$ cat config.mk
export PLATFORM = sky130hd
export DESIGN_NAME = adsr_scheduler
export DESIGN_NICKNAME = d
export VERILOG_FILES = /design/src/rtl/env_pkg.sv /design/src/rtl/env_step.sv /design/src/rtl/adsr_scheduler.sv
export SDC_FILE = /design/constraint.sdc
export NUM_CORES = 1
export LEC_CHECK = 0
export BUFFER_PORTS_ARGS = -buffer_cell sky130_fd_sc_hd__buf_2
export CAP_MARGIN = 20
export CORE_ASPECT_RATIO = 1.25
export CORE_UTILIZATION = 30
export CTS_CLUSTER_SIZE = 30
export DETAILED_ROUTE_END_ITERATION = 8
export HOLD_SLACK_MARGIN = 0.08
export PLACE_DENSITY_LB_ADDON = 0.08
export SLEW_MARGIN = 20
export SYNTH_ARGS = -nofsm -noshare
export SYNTH_HDL_FRONTEND = slang
export SYNTH_SLANG_ARGS = --single-unit
$ cat constraint.sdc
create_clock -name clk_i -period 4.5 [get_ports clk_i]
set_input_delay 0.225 -clock clk_i [delete_from_list [all_inputs] [get_ports clk_i]]
set_output_delay 0.225 -clock clk_i [all_outputs]
set_load 0.01 [all_outputs]
$ cat src/rtl/env_pkg.sv
// Shared types and constants for the ADSR envelope scheduler.
package env_pkg;

  typedef enum logic [1:0] {
    PH_IDLE,
    PH_ATTACK,
    PH_DECAY_SUS,
    PH_RELEASE
  } env_phase_e;

  localparam int unsigned RATE_CNT_W = 11;

  // Sample ticks per one-level envelope step, indexed by the 4-bit rate field.
  localparam logic [RATE_CNT_W-1:0] RATE_LUT [16] = '{
    11'd1,   11'd2,   11'd4,    11'd6,    11'd9,    11'd14,   11'd17,   11'd20,
    11'd25,  11'd62,  11'd125,  11'd200,  11'd250,  11'd750,  11'd1250, 11'd2000
  };

  function automatic logic [7:0] sustain_level(input logic [3:0] s);
    return {4'b0000, s} * 8'd17;
  endfunction

endpackage

$ cat src/rtl/env_step.sv
// Combinational envelope next-state for one voice; shared by all voices in turn.
module env_step
  import env_pkg::*;
(
  input  logic                  gate,
  input  logic                  prev_gate,
  input  env_phase_e            phase,
  input  logic [RATE_CNT_W-1:0] cnt,
  input  logic [7:0]            level,
  input  logic [7:0]            ad,
  input  logic [7:0]            sr,
  output env_phase_e            phase_next,
  output logic [RATE_CNT_W-1:0] cnt_next,
  output logic [7:0]            level_next
);

  logic                  rise;
  logic                  fall;
  logic [3:0]            rate;
  logic [RATE_CNT_W-1:0] period;
  logic                  hit;

  always_comb begin
    phase_next = phase;
    cnt_next   = cnt;
    level_next = level;
    rise       = gate & ~prev_gate;
    fall       = ~gate & prev_gate;

    unique case (phase)
      PH_ATTACK:    rate = ad[7:4];
      PH_DECAY_SUS: rate = ad[3:0];
      PH_RELEASE:   rate = sr[3:0];
      default:      rate = 4'h0;
    endcase
    period = RATE_LUT[rate];
    // Counter may exceed a newly shortened period; >= catches that on the next slot.
    hit = ({1'b0, cnt} + 12'd1) >= {1'b0, period};

    if (rise) begin
      phase_next = PH_ATTACK;
      cnt_next   = '0;
    end else if (fall && (phase == PH_ATTACK || phase == PH_DECAY_SUS)) begin
      phase_next = PH_RELEASE;
      cnt_next   = '0;
    end else if (phase == PH_IDLE) begin
      cnt_next = '0;
    end else if (!hit) begin
      cnt_next = cnt + 1'b1;
    end else begin
      cnt_next = '0;
      unique case (phase)
        PH_ATTACK: begin
          if (level >= 8'hFE) begin
            level_next = '1;
            phase_next = PH_DECAY_SUS;
          end else begin
            level_next = level + 8'd1;
          end
        end
        PH_DECAY_SUS: begin
          if (level > sustain_level(sr[7:4])) level_next = level - 8'd1;
        end
        PH_RELEASE: begin
          if (level <= 8'd1) begin
            level_next = '0;
            phase_next = PH_IDLE;
          end else begin
            level_next = level - 8'd1;
          end
        end
        default: ;
      endcase
    end
  end

endmodule

$ cat src/rtl/adsr_scheduler.sv
// Per-sample sweep over all voices, time-sharing one env_step unit (load slot, then update slot).
module adsr_scheduler
  import env_pkg::*;
#(
  parameter int unsigned NUM_VOICES = 3
) (
  input  logic                    clk_i,
  input  logic                    rst_ni,
  input  logic                    sample_tick_i,
  input  logic [NUM_VOICES*8-1:0] control_i,
  input  logic [NUM_VOICES*8-1:0] ad_i,
  input  logic [NUM_VOICES*8-1:0] sr_i,
  output logic [NUM_VOICES*8-1:0] env_o,
  output logic                    busy_o,
  output logic                    done_o,
  output logic                    overrun_o
);

  typedef enum logic [1:0] {S_IDLE, S_LOAD, S_UPDATE} sweep_state_e;

  sweep_state_e state_q, state_d;
  logic [3:0]   voice_q, voice_d;
  logic         last_voice;

  env_phase_e            phase_q     [NUM_VOICES];
  logic [RATE_CNT_W-1:0] cnt_q       [NUM_VOICES];
  logic [7:0]            level_q     [NUM_VOICES];
  logic                  prev_gate_q [NUM_VOICES];

  logic                  sel_gate, sel_prev;
  env_phase_e            sel_phase;
  logic [RATE_CNT_W-1:0] sel_cnt;
  logic [7:0]            sel_level, sel_ad, sel_sr;

  logic                  stg_gate, stg_prev;
  env_phase_e            stg_phase;
  logic [RATE_CNT_W-1:0] stg_cnt;
  logic [7:0]            stg_level, stg_ad, stg_sr;

  env_phase_e            nxt_phase;
  logic [RATE_CNT_W-1:0] nxt_cnt;
  logic [7:0]            nxt_level;

  // Only the gate bit is consumed here; the rest of the control byte serves other blocks.
  logic ctrl_unused;
  always_comb begin
    ctrl_unused = 1'b0;
    for (int unsigned i = 0; i < NUM_VOICES; i++) ctrl_unused ^= ^control_i[i*8+1 +: 7];
  end

  assign last_voice = (voice_q == 4'(NUM_VOICES - 1));
  assign busy_o     = (state_q != S_IDLE);
  assign overrun_o  = sample_tick_i & busy_o;

  always_ff @(posedge clk_i or negedge rst_ni) begin
    if (!rst_ni) begin
      state_q <= S_IDLE;
      voice_q <= '0;
    end else begin
      state_q <= state_d;
      voice_q <= voice_d;
    end
  end

  always_comb begin
    state_d = state_q;
    voice_d = voice_q;
    done_o  = 1'b0;
    unique case (state_q)
      S_IDLE: begin
        if (sample_tick_i) begin
          state_d = S_LOAD;
          voice_d = '0;
        end
      end
      S_LOAD: state_d = S_UPDATE;
      S_UPDATE: begin
        if (last_voice) begin
          state_d = S_IDLE;
          done_o  = 1'b1;
        end else begin
          state_d = S_LOAD;
          voice_d = voice_q + 4'd1;
        end
      end
      default: state_d = S_IDLE;
    endcase
  end

  always_comb begin
    sel_gate  = 1'b0;
    sel_prev  = 1'b0;
    sel_phase = PH_IDLE;
    sel_cnt   = '0;
    sel_level = '0;
    sel_ad    = '0;
    sel_sr    = '0;
    for (int unsigned i = 0; i < NUM_VOICES; i++) begin
      if (32'(voice_q) == i) begin
        sel_gate  = control_i[i*8];
        sel_prev  = prev_gate_q[i];
        sel_phase = phase_q[i];
        sel_cnt   = cnt_q[i];
        sel_level = level_q[i];
        sel_ad    = ad_i[i*8 +: 8];
        sel_sr    = sr_i[i*8 +: 8];
      end
    end
  end

  always_ff @(posedge clk_i or negedge rst_ni) begin
    if (!rst_ni) begin
      stg_gate  <= 1'b0;
      stg_prev  <= 1'b0;
      stg_phase <= PH_IDLE;
      stg_cnt   <= '0;
      stg_level <= '0;
      stg_ad    <= '0;
      stg_sr    <= '0;
    end else if (state_q == S_LOAD) begin
      stg_gate  <= sel_gate;
      stg_prev  <= sel_prev;
      stg_phase <= sel_phase;
      stg_cnt   <= sel_cnt;
      stg_level <= sel_level;
      stg_ad    <= sel_ad;
      stg_sr    <= sel_sr;
    end
  end

  env_step u_step (
    .gate       (stg_gate),
    .prev_gate  (stg_prev),
    .phase      (stg_phase),
    .cnt        (stg_cnt),
    .level      (stg_level),
    .ad         (stg_ad),
    .sr         (stg_sr),
    .phase_next (nxt_phase),
    .cnt_next   (nxt_cnt),
    .level_next (nxt_level)
  );

  always_ff @(posedge clk_i or negedge rst_ni) begin
    if (!rst_ni) begin
      for (int unsigned i = 0; i < NUM_VOICES; i++) begin
        phase_q[i]     <= PH_IDLE;
        cnt_q[i]       <= '0;
        level_q[i]     <= '0;
        prev_gate_q[i] <= 1'b0;
      end
    end else if (state_q == S_UPDATE) begin
      for (int unsigned i = 0; i < NUM_VOICES; i++) begin
        if (32'(voice_q) == i) begin
          phase_q[i]     <= nxt_phase;
          cnt_q[i]       <= nxt_cnt;
          level_q[i]     <= nxt_level;
          prev_gate_q[i] <= stg_gate;
        end
      end
    end
  end

  // The level flops are written only in the voice's update slot, so they are the envelope output.
  for (genvar g = 0; g < NUM_VOICES; g++) begin : g_env
    assign env_o[g*8 +: 8] = level_q[g];
  end

endmodule

==> results.cfg, run 1 <==
[outcome]
status = completed

[timing]
setup_viol_count_final = 0
clock_skew_ns = 0.009232
finalCriticalPeriod_ns = 4.151
worst_pin_slew_ns = 1.064
max_slew_margin_pct = 28.90
fin_tns_setup_ns = 0
fin_crit_sh_pct = 92.25
setup_ws_ns = 0.3489
hold_violations = 0
slew_violations = 0
rsz0062_at_grt = no
fmax_mhz = 240.9

[drt]
drt_wl_total_mm = 19.54
wl_per_cell_um = 18.17
dr.pass1.iters = 5
ant_nets = 0
via_per_inst = 5.270
via_count = 5665
drt_iter0_markers = 333
drc = 0

[placed_design]
port_buffers = 80
dp_slack_ns = 0.1270
globalplace.congestion = 0.8066
dp_hpwl_mm = 13.28

[clock_network]
cts_tree = done
cts_made_buffers = 9
path_clk_slew_ns = 0.08
clock-sinks = 111
clk_latency_ns = 0.36
htreeDepth = 3
cts_buffer_depth = 2
cts_root_buf = clkbuf_16

[power_and_ir_drop]
peakVddDrop_mv = 0.3879
pwr-share-seq_pct = 26.7
p_int_mw = 3.354
clkPwrFrac_pct = 14.7
pwr_density_cell_mw_per_mm2 = 820.1
leakage_nw = 3.615
p_sw_share_pct = 46.33
comb_power_share_pct = 58.6
p_sw_mw = 2.895

[run]
maxCapViolCount = 0

[hold_path]
min_path_cells = 3
whs_endpoint = stg_sr[3]$_DFFE_PN0N_
hp-start = sr_i[19]
hp-class = input pin to register

[finish]
syn_to_final_growth_pct = 17.21
multi_input_area_mm2 = 0.003483
regArea_mm2 = 0.002778
nNetsFinal = 907
antennaDiodeCount = 0
layout_common_cells = nand2_1, dfrtp_1, o21ai_0
nFillCells = 2169
final_common_cell = nand2_1
drive_gt1_share_pct = 19.10

[synth]
synth-seq-cells = 111
synth-main-ff-cell = dfrtp_1
synth_cells = 734
yosys_warnings = 0
syn_area_per_cell_um2 = 8.857
synthesis.nets = 845
ys_seq_area_share_pct = 42.73
netlist_area_mm2 = 0.006501
yosysUniqueCellTypes = 66
synth_edf_count = 0
async_flop_share_pct = 100.0

[global_routing]
antenna_found_initial = 0
grt_pass1_vias = 5677
grt_usage_pct = 17.88
grt_first_pass_wirelength_mm = 30.78
grt_max_degree = 58
grt_overflow = 0

[floorplan]
fp-row-count = 59
dieArea_mm2 = 0.02227
initial_core_util_pct = 30.90
core_mm2 = 0.02104
die_h_um = 166.6
io_pins = 102
die_x_um = 133.7

[worst_setup_path]
startpoint_type = register
r2r_setup_slack_ns = 0.35
reg2reg_depth = 17
critPathRequiredTime_ns = 4.75
critical_path.max_fanout = 16
worst_r2r_startpoint = stg_phase[1]$_DFFE_PN0N_
r2r-end = env_o[17]$_DFFE_PN0P_
critical_path_class = register to register
critPathCaptureType = register
arrival_ns = 4.40
-- worst max-delay path, cell delays in order, from the launching register on --
cell and delay (ns):
dfrtp_1 0.43, inv_1 0.11, ha_1 0.23, buf_4 0.20, a222oi_1 0.35, buf_4 0.27
xnor2_1 0.13, nand3b_1 0.08, o21ai_0 0.09, ha_1 0.26, nand2b_4 0.15, a2111oi_4 0.36
o41ai_1 0.10, buf_4 0.15, nor3_4 0.34, o41ai_1 0.14, a221o_1 0.38, mux2_2 0.28
-- synthesized netlist by cell type (11+ instances only) --
cell | number | area, µm²
mux2_2 | 12 | 135.1
clkbuf_1 | 44 | 165.2
o21ai_0 | 106 | 530.5
dfrtp_1 | 111 | 2778
nand2_1 | 166 | 623.1
a21oi_1 | 13 | 65.06
and3_1 | 11 | 68.82
a221o_1 | 40 | 400.4
nor2_1 | 30 | 112.6
ha_1 | 36 | 450.4
inv_1 | 20 | 75.07
-- how the worst max path moves through the flow --
stage,startpoint,end,depth (start not counted)
3_5_place_dp,stg_phase[1]$_DFFE_PN0N_,env_o[5]$_DFFE_PN0P_,18
6_report,stg_phase[1]$_DFFE_PN0N_,env_o[17]$_DFFE_PN0P_,17
3_3_place_gp,stg_phase[1]$_DFFE_PN0N_,env_o[0]$_DFFE_PN0P_,18
4_1_cts,stg_phase[1]$_DFFE_PN0N_,env_o[0]$_DFFE_PN0P_,18
2_1_floorplan,stg_phase[1]$_DFFE_PN0N_,env_o[9]$_DFFE_PN0P_,18
5_1_grt,stg_phase[1]$_DFFE_PN0N_,env_o[22]$_DFFE_PN0P_,19
-- state kept, by name, summed over array words and instances (netlist names), 3 cells and up --
register	flops
stg_level	8
cnt_q	33
prev_gate_q	3
stg_cnt	11
stg_ad	8
stg_sr	8
voice_q	4
phase_q	6
env_o	24
-- logic make-up after synthesis --
group | Yosys count | synth area share [%]
adders and majority gates | 36 | 6.928
DFF | 111 | 42.73
and+or+nand+nor | 266 | 18.42
buffers and inverters | 71 | 4.311
xor gates and xnor gates | 13 | 1.751
muxes | 15 | 2.540
AOI/OAI and AO/OA | 222 | 23.33
-- area by class of cell --
class                      count  share of cell area (%)
clock buffer                  11                   3.317
clock inverter                 5                   1.166
inverter                      21                   1.034
multi-input combinational    552                   45.71
sequential                   111                   36.45
tap                          274                   4.499
timing repair buffer         101                   7.816
-- metrics by stage --
step | util (%) | total power, mW | cell area [µm²] | instances | hold WS [ns]
final | 36.22 | 6.249 | 7620 | 1075 | 0.1837
after detailed placement | 34.26 | 5.206 | 7207 | 1056 | 0.3642
after CTS | 35.93 | 6.144 | 7559 | 1073 | 0.1829
after global routing | 36.22 | 6.730 | 7620 | 1075 | 0.2079
after global placement | 34.26 | 5.142 | 7207 | 1056 | 0.3417
after floorplan | - | 3.920 | 6501 | 734 | -0.07059
-- layer usage --
layer  global-route usage [%]  vias to the layer above  wire, µm
met4                    5.978                        0       384
met1                    22.39                     2788      8401
met3                    2.283                       25       600
met2                    31.41                      107     10150
li1                         -                     2745         -
met5                        0                        -         0
-- repair_timing --
action | CTS | global route
setup endpoints to repair | 0 | 39
resized for setup | 0 | 5
hold endpoints to repair | 56 | 0
buffers inserted | 0 | 1
hold buffers | 1 | 0
-- power by group through the flow --
stage | registers [mW] | clock network [mW] | logic (mW)
detailed placement | 1.69 | 0 | 3.52
global placement | 1.68 | 0 | 3.46
global route | 1.72 | 0.980 | 4.03
floorplan | 1.59 | 0 | 2.33
finish | 1.67 | 0.917 | 3.66
CTS | 1.67 | 0.948 | 3.53
(Power assumes the default switching activity.)
==> inputs of run 2 (changes only) <==
--- a/config.mk
+++ b/config.mk
@@ -9,4 +9,5 @@
 export CAP_MARGIN = 20
 export CORE_ASPECT_RATIO = 1.25
+export CORE_MARGIN = 2
 export CORE_UTILIZATION = 30
 export CTS_CLUSTER_SIZE = 30
==> constraint.sdc (replaced) <==
create_clock -name clk_i -period 4.5 [get_ports clk_i]
set_input_delay 0.45 -clock clk_i [delete_from_list [all_inputs] [get_ports clk_i]]
set_output_delay 0.45 -clock clk_i [all_outputs]
set_load 0.01 [all_outputs]
==> results.cfg, run 2 (same netlist as run 1, synthesis figures left out) <==
[placed_design]
port_buffers = 80
globalplace.congestion = 0.8371
dp_hpwl_mm = 13.42
dp_slack_ns = 0.1731

[finish]
largest_register_ffs = 33
antennaDiodeCount = 0
multi_input_area_mm2 = 0.003475
regArea_mm2 = 0.002778
drive_gt1_share_pct = 18.50
final_common_cell = nand2_1
syn_to_final_growth_pct = 16.32
nFillCells = 2203
layout_common_cells = nand2_1, dfrtp_1, o21ai_0
largest_register = cnt_q
nNetsFinal = 906

[timing]
fmax_mhz = 235.9
worst_pin_slew_ns = 0.9823
rsz0062_at_grt = no
fin_tns_setup_ns = 0
setup_viol_count_final = 0
clock_skew_ns = 0.01137
setup_ws_ns = 0.2618
fin_crit_sh_pct = 94.18
finalCriticalPeriod_ns = 4.238
hold_violations = 0
max_slew_margin_pct = 34.33
slew_violations = 0

[global_routing]
grt_usage_pct = 17.35
grt_pass1_vias = 5809
antenna_found_initial = 0
grt_first_pass_wirelength_mm = 31.02
grt_overflow = 0
grt_max_degree = 79

[worst_setup_path]
critical_path.max_fanout = 16
critPathRequiredTime_ns = 4.77
worst_r2r_startpoint = stg_phase[1]$_DFFE_PN0N_
r2r_setup_slack_ns = 0.26
cp-startpoint = stg_phase[1]$_DFFE_PN0N_
startpoint_type = register
arrival_ns = 4.51
critical_path_class = register to register
critPathCaptureType = register

[floorplan]
dieArea_mm2 = 0.02287
core_mm2 = 0.02140
fp-row-count = 60
die_x_um = 135.7
initial_core_util_pct = 30.39
die_h_um = 168.6
io_pins = 102

[clock_network]
cts_tree = done
clk_latency_ns = 0.36
htreeDepth = 3
path_clk_slew_ns = 0.08
cts_buffer_depth = 2
cts_made_buffers = 9
clock-sinks = 111
cts_root_buf = clkbuf_16

[power_and_ir_drop]
pwr_density_cell_mw_per_mm2 = 806.2
peakVddDrop_mv = 0.3931
leakage_nw = 3.583

[outcome]
status = completed

[drt]
drt_wl_total_mm = 19.41
via_count = 5693
drc = 0
ant_nets = 0
dr.pass1.iters = 5
drt_iter0_markers = 417
wl_per_cell_um = 17.99
via_per_inst = 5.276

[run]
maxCapViolCount = 0

[hold_path]
hp-class = input pin to asynchronous set/reset pin
## run 2: worst paths after layout
path | cells past startpoint | endpoint
worst max-delay path | 18 | env_o[6]$_DFFE_PN0P_
worst min-delay path | 1 | voice_q[2]$_DFFE_PN0P_
worst max register to register | 18 | env_o[6]$_DFFE_PN0P_
worst min register to register | 2 | cnt_q[5]$_DFFE_PN0P_
max in group asynchronous | 2 | env_o[16]$_DFFE_PN0P_
min in group clk_i | 3 | stg_ad[2]$_DFFE_PN0N_
## run 2: worst max-delay path, cell delays in order, from the launching register on
cell	delay, ns
dfrtp_1	0.44
inv_1	0.11
ha_1	0.22
buf_4	0.20
a222oi_1	0.35
buf_4	0.26
inv_1	0.09
mux2i_1	0.11
or2_2	0.29
ha_1	0.22
a2111oi_4	0.36
o41ai_1	0.10
buf_4	0.15
or3_1	0.48
buf_12	0.19
nand2_1	0.09
o21ai_1	0.12
buf_4	0.19
a31oi_1	0.17
## run 2: repair_timing
action / in CTS / in global routing
setup buffers: 0 / 0
hold buffers: 0 / 0
resized for setup: 0 / 4
setup endpoints to repair: 0 / 15
## run 2: per-layer routing
metal,GRT usage [%],routed length [µm]
met2,30.37,10010
met3,2.576,576
met5,0,0
met1,22.17,8462
met4,4.801,365
## run 2: final cells by class
cell class,instances,share of cell area (%)
multi-input cells,552,45.95
flip-flops and latches,111,36.73
repair buffers,100,7.793
well taps,279,4.616
clock buffers,13,3.309
inverters,21,1.042
clock inverters,3,0.5625
## run 2: per-stage QoR
stage               instances  hold slack, ns  total power, mW  cell area [µm²]  util [%]
floorplan                 734          0.1544            3.920             6501         -
global placement         1062          0.4525            5.133             7221     33.75
detailed placement       1062          0.4591            5.216             7221     33.75
CTS                      1078          0.3042            6.065             7513     35.12
global route             1079          0.1683            6.618             7562     35.35
finish                   1079          0.1026            6.097             7562     35.35
## run 2: power breakdown
| part | switching, mW | leakage (nW) | internal, mW |
|---|---|---|---|
| logic | 2.14 | 1.96 | 1.47 |
| registers | 0.338 | 1.49 | 1.32 |
| clock network | 0.375 | 0.140 | 0.448 |
